**src/rtl/dff_write_arbiter_if.sv**
```systemverilog
// Bus between the requesters and the shared-register write arbiter: requests and
// write data in, one-hot grant, owner index and stored value back out.
interface dff_write_arbiter_if #(
    parameter int NREQ  = 4,
    parameter int WIDTH = 8,
    parameter int OW    = (NREQ > 1) ? $clog2(NREQ) : 1
);
    logic [NREQ-1:0]       req;
    logic [NREQ*WIDTH-1:0] d_in;
    logic [NREQ-1:0]       gnt;
    logic [OW-1:0]         owner;
    logic [WIDTH-1:0]      q;
    logic [WIDTH-1:0]      q_bar;
    logic                  valid;

    // Requester side drives requests and data, observes grant and storage.
    modport master (
        output req, d_in,
        input  gnt, owner, q, q_bar, valid
    );

    // Arbiter side.
    modport slave (
        input  req, d_in,
        output gnt, owner, q, q_bar, valid
    );
endinterface

```
**src/rtl/dff_write_arbiter.sv**
```systemverilog
// Round-robin write controller for one shared WIDTH-bit register: registered one-hot
// grant, bounded burst per tenure, same-edge hand-over to the next requester.
module dff_write_arbiter #(
    parameter int               NREQ      = 4,
    parameter int               WIDTH     = 8,
    parameter int               MAX_BURST = 4,
    parameter logic [WIDTH-1:0] RST_VAL   = '0
) (
    input  logic                clk,
    input  logic                rst,
    dff_write_arbiter_if.slave  bus
);
    localparam int OW = (NREQ > 1) ? $clog2(NREQ) : 1;
    localparam int CW = (MAX_BURST > 1) ? $clog2(MAX_BURST) : 1;

    localparam logic [0:0] ST_IDLE  = 1'b0;
    localparam logic [0:0] ST_GRANT = 1'b1;

    logic [0:0]       state;
    logic [OW-1:0]    ptr;
    logic [OW-1:0]    owner;
    logic [CW-1:0]    cnt;
    logic [NREQ-1:0]  gnt;
    logic [WIDTH-1:0] q;
    logic             valid;

    // {found, index}: first set bit of vec scanning start, start+1, ... modulo NREQ.
    function automatic logic [OW:0] rr_pick(input logic [NREQ-1:0] vec,
                                            input logic [OW-1:0]   start);
        logic [OW:0] res;
        int          idx;
        res = '0;
        for (int i = NREQ - 1; i >= 0; i--) begin
            idx = (int'(start) + i) % NREQ;
            if (vec[idx]) res = {1'b1, OW'(idx)};
        end
        return res;
    endfunction

    function automatic logic [NREQ-1:0] onehot(input logic [OW-1:0] idx);
        return {{(NREQ-1){1'b0}}, 1'b1} << idx;
    endfunction

    logic [OW:0]      idle_pick;
    logic [OW:0]      handover_pick;
    logic [OW-1:0]    next_ptr;
    logic             owner_req;
    logic             write_en;
    logic             last_write;
    logic             release_now;
    logic [WIDTH-1:0] owner_data;

    // NOTE: every signal driven here gets a default first so no path leaves it unassigned (no latch).
    always_comb begin
        idle_pick     = rr_pick(bus.req, ptr);
        next_ptr      = OW'((int'(owner) + 1) % NREQ);
        handover_pick = rr_pick(bus.req & ~onehot(owner), next_ptr);
        owner_req     = bus.req[owner];
        owner_data    = bus.d_in[owner*WIDTH +: WIDTH];
        write_en      = (state == ST_GRANT) && owner_req;
        last_write    = (cnt == CW'(MAX_BURST - 1));
        release_now   = (state == ST_GRANT) && (!owner_req || last_write);
    end

    // NOTE: sequential state uses non-blocking assignments only; the later release
    // assignment to cnt deliberately overrides the increment from the write.
    always_ff @(posedge clk) begin
        if (!rst) begin
            state <= ST_IDLE;
            ptr   <= '0;
            owner <= '0;
            cnt   <= '0;
            gnt   <= '0;
            q     <= RST_VAL;
            valid <= 1'b0;
        end else begin
            case (state)
                ST_IDLE: begin
                    if (idle_pick[OW]) begin
                        gnt   <= onehot(idle_pick[OW-1:0]);
                        owner <= idle_pick[OW-1:0];
                        cnt   <= '0;
                        state <= ST_GRANT;
                    end
                end
                default: begin
                    if (write_en) begin
                        q     <= owner_data;
                        valid <= 1'b1;
                        cnt   <= cnt + CW'(1);
                    end
                    if (release_now) begin
                        ptr <= next_ptr;
                        if (handover_pick[OW]) begin
                            gnt   <= onehot(handover_pick[OW-1:0]);
                            owner <= handover_pick[OW-1:0];
                            cnt   <= '0;
                        end else if (owner_req) begin
                            // Burst limit hit with nobody else waiting: fresh tenure.
                            cnt <= '0;
                        end else begin
                            gnt   <= '0;
                            state <= ST_IDLE;
                        end
                    end
                end
            endcase
        end
    end

    assign bus.gnt   = gnt;
    assign bus.owner = owner;
    assign bus.q     = q;
    assign bus.q_bar = ~q;
    assign bus.valid = valid;

    gnt_onehot_a: assert property (@(posedge clk) $onehot0(gnt));
    gnt_state_a:  assert property (@(posedge clk) (state == ST_GRANT) == (gnt != '0));
endmodule

```
**src/flat_wrapper.sv**
```systemverilog
// flat-port wrapper written by rule: the top's interface ports become plain ports
module dff_write_arbiter_flat 
#(
    parameter int               NREQ      = 4,
    parameter int               WIDTH     = 8,
    parameter int               MAX_BURST = 4,
    parameter logic [WIDTH-1:0] RST_VAL   = '0
)
  (clk, rst, bus_req, bus_d_in, bus_gnt, bus_owner, bus_q, bus_q_bar, bus_valid);
  dff_write_arbiter_if #(.NREQ(NREQ), .WIDTH(WIDTH)) bus_i ();
  input  logic clk;
  input  logic rst;
  input wire logic [$bits(bus_i.req)-1:0] bus_req;
  input wire logic [$bits(bus_i.d_in)-1:0] bus_d_in;
  output wire logic [$bits(bus_i.gnt)-1:0] bus_gnt;
  output wire logic [$bits(bus_i.owner)-1:0] bus_owner;
  output wire logic [$bits(bus_i.q)-1:0] bus_q;
  output wire logic [$bits(bus_i.q_bar)-1:0] bus_q_bar;
  output wire logic [$bits(bus_i.valid)-1:0] bus_valid;
  assign bus_i.req = bus_req;
  assign bus_i.d_in = bus_d_in;
  assign bus_gnt = bus_i.gnt;
  assign bus_owner = bus_i.owner;
  assign bus_q = bus_i.q;
  assign bus_q_bar = bus_i.q_bar;
  assign bus_valid = bus_i.valid;
  dff_write_arbiter #(.NREQ(NREQ), .WIDTH(WIDTH), .MAX_BURST(MAX_BURST), .RST_VAL(RST_VAL)) u_core (.clk(clk), .rst(rst), .bus(bus_i));
endmodule
```
**config.mk**
```make
export PLATFORM = sky130hd
export DESIGN_NAME = dff_write_arbiter_flat
export DESIGN_NICKNAME = d
export VERILOG_FILES = /design/src/rtl/dff_write_arbiter_if.sv /design/src/rtl/dff_write_arbiter.sv /design/src/flat_wrapper.sv
export SDC_FILE = /design/constraint.sdc
export NUM_CORES = 1
export LEC_CHECK = 0
export ABC_AREA = 0
export BUFFER_PORTS_ARGS = -buffer_cell sky130_fd_sc_hd__buf_4
export CORE_ASPECT_RATIO = 2
export CORE_MARGIN = 2
export CORE_UTILIZATION = 35
export DETAILED_ROUTE_END_ITERATION = 16
export PLACE_DENSITY = 0.62
export REMOVE_ABC_BUFFERS = 1
export SYNTH_ARGS = -nofsm -noshare
export SYNTH_HDL_FRONTEND = slang
export SYNTH_SLANG_ARGS = --single-unit
export TNS_END_PERCENT = 50
```
**constraint.sdc**
```tcl
create_clock -name clk -period 4 [get_ports clk]
set_input_delay 0.4 -clock clk [delete_from_list [all_inputs] [get_ports clk]]
set_output_delay 0.4 -clock clk [all_outputs]
set_load 0.1 [all_outputs]
```
# Word level (Yosys, flattened, before mapping)
# Cells that the tools add are included.
[word_totals]
reg_bits = 20
inputBits = 38
out_inout_bits = 23
word_cells = 108
[op_classes]
addsub = 8
order_cmp = 9
n_eq_ne = 4
shifts = 4
muxes = 52
bitwise_logic = 9
reduce_logical = 15
[ops]
columns = ["op", "count"]
rows = [
  ["32-bit by 6-bit indexed part select with 8-bit output", 1],
  ["3-bit by 4-bit less-than comparator with 1-bit output, second input constant", 6],
  ["3-bit 2-to-1 mux", 8],
  ["1-bit 2-to-1 mux", 20],
  ["2-bit 2-to-1 mux", 10],
  ["4-bit 2-to-1 mux", 5],
  ["1-bit binary-select mux with 2-bit select", 9],
  ["2-bit OR reduction", 6],
  ["1-bit by 2-bit left shift with 4-bit output, first input constant", 3],
  ["2-bit by 3-bit less-than comparator with 1-bit output, second input constant", 3],
  ["2-bit by 1-bit adder with 2-bit output, second input constant", 4],
  ["2-bit adder, second input constant", 4],
  ["8-bit NOT", 1],
  ["1-bit bitwise AND, first input constant", 6],
  ["3-bit AND reduction", 2],
  ["4-bit bitwise AND", 1],
  ["2-bit != test, second input constant", 2],
  ["4-bit NOT", 1],
  ["2-bit AND reduction", 2],
  ["3-bit != test, second input constant", 1],
  ["2-bit equality test, second input constant", 1],
  ["1-bit logical AND", 2],
  ["2-bit nonzero test", 1],
  ["1-bit logical NOT", 1],
  ["1-bit logical OR", 1],
]

# Logic depth before layout (Yosys ltp)
# Gate-level depths: netlist of the first run.
[logic_depth]
depth_word = 15
mapped_depth = 9
depth_no_buf = 7

# Worst setup path after synthesis of the first run
# OpenSTA, ideal clock, no wires.
[synth_path]
path_kind = "register to register"
from = "register u_core.owner[0] (netlist: u_core.bus.owner[0])"
to = "register u_core.gnt[0] (netlist: u_core.bus.gnt[0])"
setup_time_ns = 0.075
arrival_time_ns = 3.070
required_ns = 3.925
setup_slack_ns = 0.855
path_stages_with_launch = 10
n_path_buf = 2
period_less_slack_ns = 3.145
path_cell_list = "dfxtp_1 -> clkbuf_2 -> buf_2 -> inv_1 -> ha_1 -> and4bb_2 -> a31oi_1 -> a311o_1 -> or2_2 -> a31oi_1"
[synth_between]
word_cells_on_any_way = 34
classes_between = "add/sub: 4; eq/ne: 2; shift: 2; mux: 20; bitwise: 2; reduce/logical: 4"
[synth_lines]
columns = ["element", "line_no", "source"]
rows = [
  ["start: declaration", "dff_write_arbiter.sv:21", "logic [OW-1:0] owner;"],
  ["start signal: assignment", "dff_write_arbiter.sv:81", "owner <= idle_pick[OW-1:0];"],
  ["start signal: assignment", "dff_write_arbiter.sv:96", "owner <= handover_pick[OW-1:0];"],
  ["2-bit by 1-bit adder with 2-bit output *", "dff_write_arbiter.sv:56", "next_ptr = OW'((int'(owner) + 1) % NREQ);"],
  ["named net u_core.next_ptr[0]", "dff_write_arbiter.sv:46", "logic [OW-1:0] next_ptr;"],
  ["2-bit adder", "dff_write_arbiter.sv:34", "idx = (int'(start) + i) % NREQ;"],
  ["1-bit binary-select mux with 2-bit select", "dff_write_arbiter.sv:35", "if (vec[idx]) res = {1'b1, OW'(idx)};"],
  ["1-bit 2-to-1 mux (not written as such) (2 in a row)", "dff_write_arbiter.sv:35", ""],
  ["3-bit 2-to-1 mux (3 in a row)", "dff_write_arbiter.sv:35", ""],
  ["3-bit 2-to-1 mux *", "dff_write_arbiter.sv:35", ""],
  ["1-bit by 2-bit left shift with 4-bit output", "dff_write_arbiter.sv:41", "return {{(NREQ-1){1'b0}}, 1'b1} << idx;"],
  ["4-bit 2-to-1 mux", "dff_write_arbiter.sv:94", "if (handover_pick[OW]) begin"],
  ["4-bit 2-to-1 mux", "dff_write_arbiter.sv:92", "if (release_now) begin"],
  ["4-bit 2-to-1 mux", "dff_write_arbiter.sv:77", "case (state)"],
  ["end signal: assignment", "dff_write_arbiter.sv:80", "gnt <= onehot(idle_pick[OW-1:0]);"],
  ["end signal: assignment", "dff_write_arbiter.sv:95", "gnt <= onehot(handover_pick[OW-1:0]);"],
  ["end: declaration", "dff_write_arbiter.sv:23", "logic [NREQ-1:0] gnt;"],
]
# The timed path passes the listed nets; every way through them passes the cells marked *. The select of a mux whose other input is x is not followed.
# A chain may end at the register's enable or synchronous reset.

# Worst setup path after layout of the first run
# Same ends and word-level chain as after synthesis.

==> results of run 1 <==
[area by class of cell]
| cell class | instances | area (µm²) | area share (%) |
|---|---|---|---|
| tap | 51 | 63.8 | 3.38 |
| clock buffer | 3 | 41.3 | 2.19 |
| multi-input combinational | 105 | 881 | 46.7 |
| timing repair buffer | 60 | 450 | 23.9 |
| inverter | 13 | 48.8 | 2.59 |
| sequential | 20 | 400 | 21.2 |
[cell families after synthesis]
logic type	synth area share, %
adders and majority gates	4.57
AOI/OAI and AO/OA	16.7
and+or+nand+nor	21.6
muxes	21.4
DFF	29.2
buffers and inverters	6.48
[power breakdown]
group | internal [mW] | switching, mW | leakage (nW)
Sequential | 0.223 | 0.0361 | 0.164
Clock | 0.0671 | 0.0637 | 0.0216
Combinational | 0.141 | 0.296 | 0.653
[routing by layer]
metal	GRT usage (%)	wire length (µm)	up-vias
met5	0	0	-
met4	9.01	125	0
met3	1.75	144	8
met2	33.1	2200	38
met1	19.1	1250	624
li1	-	-	641
[worst max path at each step]
stage / cells past startpoint / end / startpoint / slack [ns]
6_report: 7 / u_core.bus.gnt[0] / u_core.bus.owner[0] / 1.27
5_1_grt: 7 / u_core.bus.gnt[0] / u_core.bus.owner[0] / 1.03
4_1_cts: 7 / u_core.bus.gnt[0] / u_core.bus.owner[0] / 1.24
3_5_place_dp: 7 / u_core.bus.gnt[0] / u_core.bus.owner[0] / 1.26
3_3_place_gp: 7 / u_core.bus.gnt[0] / u_core.bus.owner[0] / 1.33
2_1_floorplan: 7 / u_core.bus.gnt[0] / u_core.bus.owner[0] / 0.82
[sequential cells by signal, indices dropped and copies added (netlist names)]
name,flops
u_core.bus.gnt,4
u_core.bus.owner,2
u_core.bus.q,8
u_core.bus.valid,1
u_core.cnt,2
u_core.ptr,2
u_core.state,1
[per-stage QoR]
stage / total power, mW / worst slack (ns)
floorplan: 0.595 / 0.819
global placement: 0.699 / 1.33
detailed placement: 0.703 / 1.26
CTS: 0.834 / 1.24
global route: 0.871 / 1.03
finish: 0.827 / 1.27
[synth_stat cells, types with 2 or more instances]
master	n	area share, %
nor2b_4	2	2.0
nand2_1	6	1.6
clkbuf_1	3	0.82
mux4_2	9	15
or2_2	2	0.91
nor2_1	15	4.1
dfxtp_1	20	29
o21ai_0	4	1.5
o21ai_1	2	0.73
o221a_1	2	1.6
and2b_1	3	1.6
inv_1	13	3.6
a21oi_1	8	2.9
nand2b_1	3	1.4
mux2i_1	9	6.6
ha_1	5	4.6
a31oi_1	4	1.8
nand3_1	4	1.5
nor2b_1	2	0.91
==> flow_metrics.tcl, run 1 <==
set metrics [dict create \
    drtIter0Drc 36 \
    synth-async-reset-ratio_pct 0 \
    cp_data_required_time_ns 4.19 \
    synthToLayoutAreaGrowth_pct 37.6 \
    rsz0062_at_grt "false" \
    syn_area_per_cell_um2 9.45 \
    final_cell_area_um2 1890 \
    start_util_pct 36.0 \
    cap_violations 0 \
    finalSetupViolations 0 \
    syn-cell-area_um2 1370 \
    clock_path_buffers 2 \
    die_w_um 48.2 \
    critical-path-slowest-cell "dfxtp_1" \
    clk_pin_slew_ns 0.07 \
    antenna_left 0 \
    routed_wirelength_um 3730 \
    crit_arrival_ns 2.92 \
    slowest_delay_ns 0.88 \
    worst_clock_skew_ns 0.00603 \
    min_period_ns 2.73 \
    final_cell_mix "60 x buf_4, 20 x dfxtp_1, 15 x nor2_1, 13 x inv_1" \
    path_class "reg2reg" \
    hold_viol 0 \
    holdPathEnd "u_core.bus.gnt[3]" \
    dr.pass1.iters 4 \
    via_count 1311 \
    run_status "finished, final reports clean" \
    ys_seq_area_share_pct 29.2 \
    cts_sinks 20 \
    gp_congestion 0.954 \
    crit_chain "inv_1 -> ha_1 -> and4bb_2 -> a31oi_1 -> a311o_1 -> or2_2 -> a31oi_1" \
    holdBufCountCts 0 \
    synth_cell_types 48 \
    n_antenna_cell 0 \
    maxSlewHeadroom_pct 42.8 \
    coreArea_um2 3800 \
    crit_path_frequent_cell "a31oi_1" \
    post_drt_wl_per_cell_um 14.8 \
    synth-edff-count 0 \
    boundaryPins 61 \
    powerDensity_nw_per_um2 438 \
    hp-class "in2reg" \
    endpoint_kind "flop" \
    die_area_um2 4460 \
    reg2reg_depth 7 \
    antenna_found_initial 0 \
    grt_max_degree 20 \
    synth-main-ff-cell "dfxtp_1" \
    crit_path_start_kind "flop" \
    r2r-end "u_core.bus.gnt[0]" \
    fin_setup_tns_ns 0 \
    grt_pass1_vias 1340 \
    min-delay-start "rst" \
    finalMaxSlewViolations 0 \
    avgViaCountPerCell 5.20 \
    holdPathStages 2 \
    ir_drop_v 0.000182 \
    synthCells 145 \
    rrSetupSlack_ns 1.27 \
    cp_max_fo 19 \
    cts_inserted_buffers 3 \
    finalNetCount 246 \
    whs_ns 0.436 \
    finalCritPeriodShare_pct 68.2 \
    dpl.hpwl_um 3000 \
    grt_pass1_wl_um 6090 \
    fillers 370 \
    critical_path.top_delay_family "flip-flops" \
    final_core_util_pct 49.6 \
    cts_max_level 1 \
    drc 0 \
    max_freq_mhz 367 \
    place_area_um2 1840 \
    path_buf_inv 1 \
    p_leak_nw 0.839 \
    drive_gt1_share_pct 40.8 \
    yosys_warnings 0 \
    tightestPinTransition_ns 0.857 \
    cts_tree "built" \
    root_buffer "clkbuf_8" \
    clk_latency_ns 0.26 \
    postCtsSetupBuffers 0 \
    portBuffers 60 \
    grt_overflow 0 \
    row_count 32 \
    layout_commonest_cell "buf_4" \
    globalRouteTotalUtil_pct 18.4 \
    post-place-cells 249 \
    reg2reg_from "u_core.bus.owner[0]" \
    ys_ff_latch 20 \
    die_h_um 92.5 \
    cts_resized 0 \
    instances_no_fill 252 \
]
Power figures use the tool's default switching activity.
==> inputs of run 2 (changes only) <==
Settings changed: ABC_AREA 0 to 1.
Clock period 4 ns to 2.4 ns, I/O delays scaled along.
==> flow_metrics.tcl, run 2 <==
set metrics [dict create \
    run_status "finished, final reports clean" \
    final_core_util_pct 47.7 \
    drive_gt1_share_pct 28.1 \
    synth_cell_types 27 \
    grt_max_degree 28 \
    cts_sinks 20 \
    cap_violations 0 \
    total_power_mw 3.46 \
    instances_no_fill 389 \
    powerDensity_nw_per_um2 1580 \
    coreArea_um2 4600 \
    regMostFlops "u_core.bus.q" \
    antenna_left 0 \
    start_util_pct 36.0 \
    drtIter0Drc 22 \
    layout_commonest_cell "nand2_1" \
    holdBufCountCts 0 \
    synthTopCellsByCount "65 x nand2_1, 35 x nor2_1, 28 x inv_1" \
    cp_data_required_time_ns 2.60 \
    grt_pass1_vias 1851 \
    rrSetupSlack_ns 0.44 \
    syn-cell-area_um2 1660 \
    maxSlewHeadroom_pct 72.2 \
    finalMaxSlewViolations 0 \
    synth-main-ff-cell "dfxtp_1" \
    n_antenna_cell 0 \
    hp-class "in2reg" \
    reg_top3 "u_core.bus.q: 8 flops, u_core.bus.gnt: 4 flops" \
    ys_ff_latch 20 \
    portBuffers 60 \
    cts_tree "built" \
    yosys_warnings 0 \
    root_buffer "clkbuf_8" \
    ir_drop_v 0.00104 \
    boundaryPins 61 \
    endpoint_kind "flop" \
    finalCritPeriodShare_pct 81.5 \
    synthDominantCellAreaShare_pct 24.2 \
    min_period_ns 1.96 \
    cts_resized 0 \
    hold_viol 0 \
    cts_max_level 1 \
    clk_pin_slew_ns 0.08 \
    die_w_um 52.6 \
    routed_wirelength_um 4550 \
    gp_congestion 0.799 \
    grt_overflow 0 \
    synth.area.top_cells "dfxtp_1 24%, nand2_1 15%, o21ai_0 8.2%" \
    reg2reg_depth 14 \
    tightestPinTransition_ns 0.417 \
    ys_seq_area_share_pct 24.2 \
    min-delay-start "rst" \
    finalSetupViolations 0 \
    rsz0062_at_grt "false" \
    synth.most_common_cell "nand2_1" \
    die_h_um 101 \
    holdPathStages 3 \
    place_ws_ns 0.438 \
    dpl.hpwl_um 3620 \
    dr.pass1.iters 4 \
    holdPathEnd "u_core.bus.q[6]" \
    synth_largest_area_cell "dfxtp_1" \
    synth-async-reset-ratio_pct 0 \
    p_leak_nw 1.14 \
    post_drt_wl_per_cell_um 11.7 \
    syn_area_per_cell_um2 5.96 \
    cp_max_fo 27 \
    layout_setup_ws_ns 0.444 \
    largest_reg_flops 8 \
    crit_path_start_kind "flop" \
    die_area_um2 5330 \
    post-place-cells 385 \
    r2r-end "u_core.bus.owner[0]" \
    reg2reg_from "u_core.bus.owner[0]" \
    postCtsSetupBuffers 0 \
    synth-edff-count 0 \
    clock_path_buffers 2 \
    avgViaCountPerCell 4.93 \
    fin_setup_tns_ns 0 \
    clk_latency_ns 0.26 \
    max_freq_mhz 511 \
    cts_inserted_buffers 3 \
    final_cell_mix "65 x nand2_1, 63 x buf_4, 35 x nor2_1, 28 x inv_1, 27 x o21ai_0" \
    antenna_found_initial 0 \
    drc 0 \
    synthToLayoutAreaGrowth_pct 32.3 \
    finalNetCount 378 \
    worst_clock_skew_ns 0.00427 \
    crit_arrival_ns 2.16 \
    globalRouteTotalUtil_pct 18.6 \
    grt_pass1_wl_um 7730 \
    synthCells 278 \
    via_count 1918 \
    row_count 35 \
    path_class "reg2reg" \
]
-- run 2: changes by cell type after synthesis, moves of 4 or more --
cell	before	now
inv_2	0	7
nand2_1	6	65
nor2_1	15	35
o22ai_1	1	8
nand2_2	0	10
inv_1	13	28
nand3_1	4	25
mux2i_1	9	0
o21ai_0	4	27
a31oi_1	4	0
mux4_2	9	0
a21oi_1	8	15
o21ai_1	2	8
-- run 2: final cells by class --
cell class	instances	area, µm²
clock buffers	3	41.3
clock inverters	1	30.0
fillers	515	2410
inverters	39	151
multi-input cells	208	1030
flip-flops and latches	20	400
well taps	55	68.8
repair buffers	63	473
-- run 2: worst max-delay path by stage --
stage / start / end / slack (ns) / depth (start not counted)
2_1_floorplan: u_core.bus.owner[0] / u_core.bus.gnt[3] / -0.68 / 12
3_3_place_gp: u_core.bus.owner[0] / u_core.bus.owner[0] / 0.46 / 13
4_1_cts: u_core.bus.owner[0] / u_core.bus.owner[0] / 0.42 / 14
5_1_grt: u_core.bus.owner[0] / u_core.bus.gnt[3] / 0.21 / 13
3_5_place_dp: u_core.bus.owner[0] / u_core.bus.owner[0] / 0.44 / 14
6_report: u_core.bus.owner[0] / u_core.bus.owner[0] / 0.44 / 14
-- run 2: logic make-up (layout without fill, tap and decap cells) --
kind of cell    after synthesis  after routing  synth area share, %
simple gates                143            143                 38.6
buf+inv                      50            106                 13.8
flops                        20             20                 24.2
fa+ha+maj                     5              5                 3.78
compound gates               59             59                 18.7
xor+xnor                      1              1                0.982
-- run 2: metal layers --
metal	GRT usage [%]	wire, µm	part of all wire (%)	up-vias
met5	0	0	0	-
met4	5.72	68	1.5	0
met3	1.77	155	3.4	6
met2	36.6	2650	58	48
met1	19.5	1680	37	857
li1	-	-	-	1007
-- run 2: metrics by stage --
stage / instance area (µm²) / hold slack, ns
CTS: 2190 / 0.326
floorplan: 1580 / 0.378
global placement: 2120 / 0.453
finish: 2190 / 0.333
detailed placement: 2120 / 0.448
global route: 2190 / 0.356
-- run 2: critical path: stages, from the launching register on --
cell,delay [ns]
dfxtp_1,0.38
buf_4,0.31
ha_1,0.19
inv_1,0.05
nand3_1,0.07
nand2_1,0.08
nand2_1,0.10
nand2_2,0.08
nor2_2,0.16
nand2_1,0.09
nand2_1,0.09
nand2_2,0.08
nand2_1,0.08
a21oi_1,0.04
nor2_1,0.10
-- run 2: power breakdown --
| part | switching (mW) | leakage, nW | internal (mW) |
|---|---|---|---|
| combinational | 1.93 | 0.942 | 0.659 |
| sequential | 0.0903 | 0.165 | 0.441 |
| clock | 0.125 | 0.0357 | 0.223 |
==> inputs of run 3 (changes only) <==
Settings changed: ABC_AREA 1 to 0.
Clock period 2.4 ns to 1.8 ns, I/O delays scaled along.
==> flow_metrics.tcl, run 3 (synthesized netlist as in run 1, its figures left out) <==
set metrics [dict create \
    run_status "complete, but fails checks" \
    violations "setup timing" \
    coreArea_um2 3800 \
    cp_data_required_time_ns 1.95 \
    grt_pass1_vias 1494 \
    min_period_ns 1.99 \
    clock_path_buffers 2 \
    post-place-cells 265 \
    clk_latency_ns 0.26 \
    endpoint_kind "flop" \
    start_util_pct 36.0 \
    tightestPinTransition_ns 0.708 \
    clk_pin_slew_ns 0.07 \
    dpl.hpwl_um 3230 \
    hp-class "in2reg" \
    row_count 32 \
    ir_drop_v 0.000434 \
    crit_path_start_kind "flop" \
    holdBufCountCts 0 \
    p_leak_nw 0.957 \
    maxSlewHeadroom_pct 52.2 \
    place_area_um2 1960 \
    synthToLayoutAreaGrowth_pct 54.9 \
    grt_busiest_layer "met2" \
    globalRouteTotalUtil_pct 19.6 \
    powerDensity_nw_per_um2 962 \
    die_h_um 92.5 \
    reg_top3 "u_core.bus.q: 8 flops, u_core.bus.gnt: 4 flops" \
    final_cell_area_um2 2120 \
    die_w_um 48.2 \
    drc 0 \
    finalNetCount 265 \
    worst_clock_skew_ns 0.00309 \
    final_cell_mix "77 x buf_4, 18 x dfxtp_1, 15 x nor2_1, 11 x inv_1" \
    gp_congestion 0.880 \
    place_ws_ns -0.251 \
    hold_viol 0 \
    use_met2_pct 36.0 \
    whs_ns 0.216 \
    grt_pass1_wl_um 6400 \
    root_buffer "clkbuf_8" \
    via_count 1421 \
    fin_setup_tns_ns -0.852 \
    total_power_mw 2.04 \
    post_drt_wl_per_cell_um 14.9 \
    finalMaxSlewViolations 0 \
    drive_gt1_share_pct 50.7 \
    n_antenna_cell 0 \
    cts_sinks 20 \
    die_area_um2 4460 \
    final_core_util_pct 55.8 \
    finalSetupViolations 10 \
    grt_overflow 0 \
    routed_wirelength_um 4050 \
    layout_setup_ws_ns -0.187 \
    antenna_found_initial 0 \
    antenna_left 0 \
    cts_inserted_buffers 3 \
    regMostFlops "u_core.bus.q" \
    avgViaCountPerCell 5.22 \
    boundaryPins 61 \
    dr.pass1.iters 4 \
    crit_arrival_ns 2.14 \
    instances_no_fill 272 \
    largest_reg_flops 8 \
    portBuffers 60 \
    grt_util_met3_pct 2.34 \
    cp_max_fo 8 \
    rsz0062_at_grt "true" \
    path_class "reg2reg" \
    fillers 355 \
    layout_commonest_cell "buf_4" \
    grt_max_degree 15 \
    cap_violations 0 \
    drtIter0Drc 23 \
    cts_tree "built" \
    max_freq_mhz 503 \
    grtUsageMet1_pct 18.7 \
    finalCritPeriodShare_pct 110 \
    cts_max_level 1 \
]
run 3: cell types whose count changed in the layout (fill, tap and decap cells not counted), moves of 7 or more:
cell,previous run,this run
a21oi_1,15,8
buf_4,63,77
inv_1,28,11
inv_2,7,0
mux2i_1,0,9
mux4_2,0,9
nand2_1,65,6
nand2_2,10,0
nand3_1,25,4
nor2_1,35,15
o21ai_0,27,4
o22ai_1,8,1
run 3: layer usage:
metal,part of all wire (%),vias up
li1,-,682
met4,4.1,0
met3,3.5,16
met1,33,686
met5,0,-
met2,59,37
run 3: cell type report:
cell class                 count  area [µm²]  area share (%)
multi-input combinational    105         937            44.2
timing repair buffer          79         604            28.5
sequential                    20         408            19.2
tap                           51        63.8            3.01
clock buffer                   4        55.1            2.59
inverter                      13        53.8            2.54
run 3: where the power goes:
part           leakage, nW  switching (mW)  internal (mW)
sequential           0.166          0.0497          0.497
clock               0.0288           0.147          0.195
combinational        0.762           0.738          0.415
total                0.957           0.935           1.11
run 3: repair_timing:
item,CTS,global route
resized for setup,14,7
pin swaps,1,5
buffers inserted,2,1
endpoints found under the setup margin,18,18
run 3: worst paths after layout:
kind                             from             endpoint  slack, ns  cells after the start
setup / recovery  u_core.bus.owner[1]    u_core.bus.gnt[3]      -0.19                      6
hold / removal                    rst  u_core.bus.owner[1]       0.22                      3
setup reg to reg  u_core.bus.owner[1]    u_core.bus.gnt[3]      -0.19                      6
hold reg to reg       u_core.bus.q[2]      u_core.bus.q[2]       0.48                      2
run 3: critical path, cell delays in order (launching register included):
cell,delay (ns)
dfxtp_4,0.37
inv_4,0.07
ha_4,0.12
and2b_2,0.23
or4_4,0.50
a32o_2,0.34
o221a_1,0.25
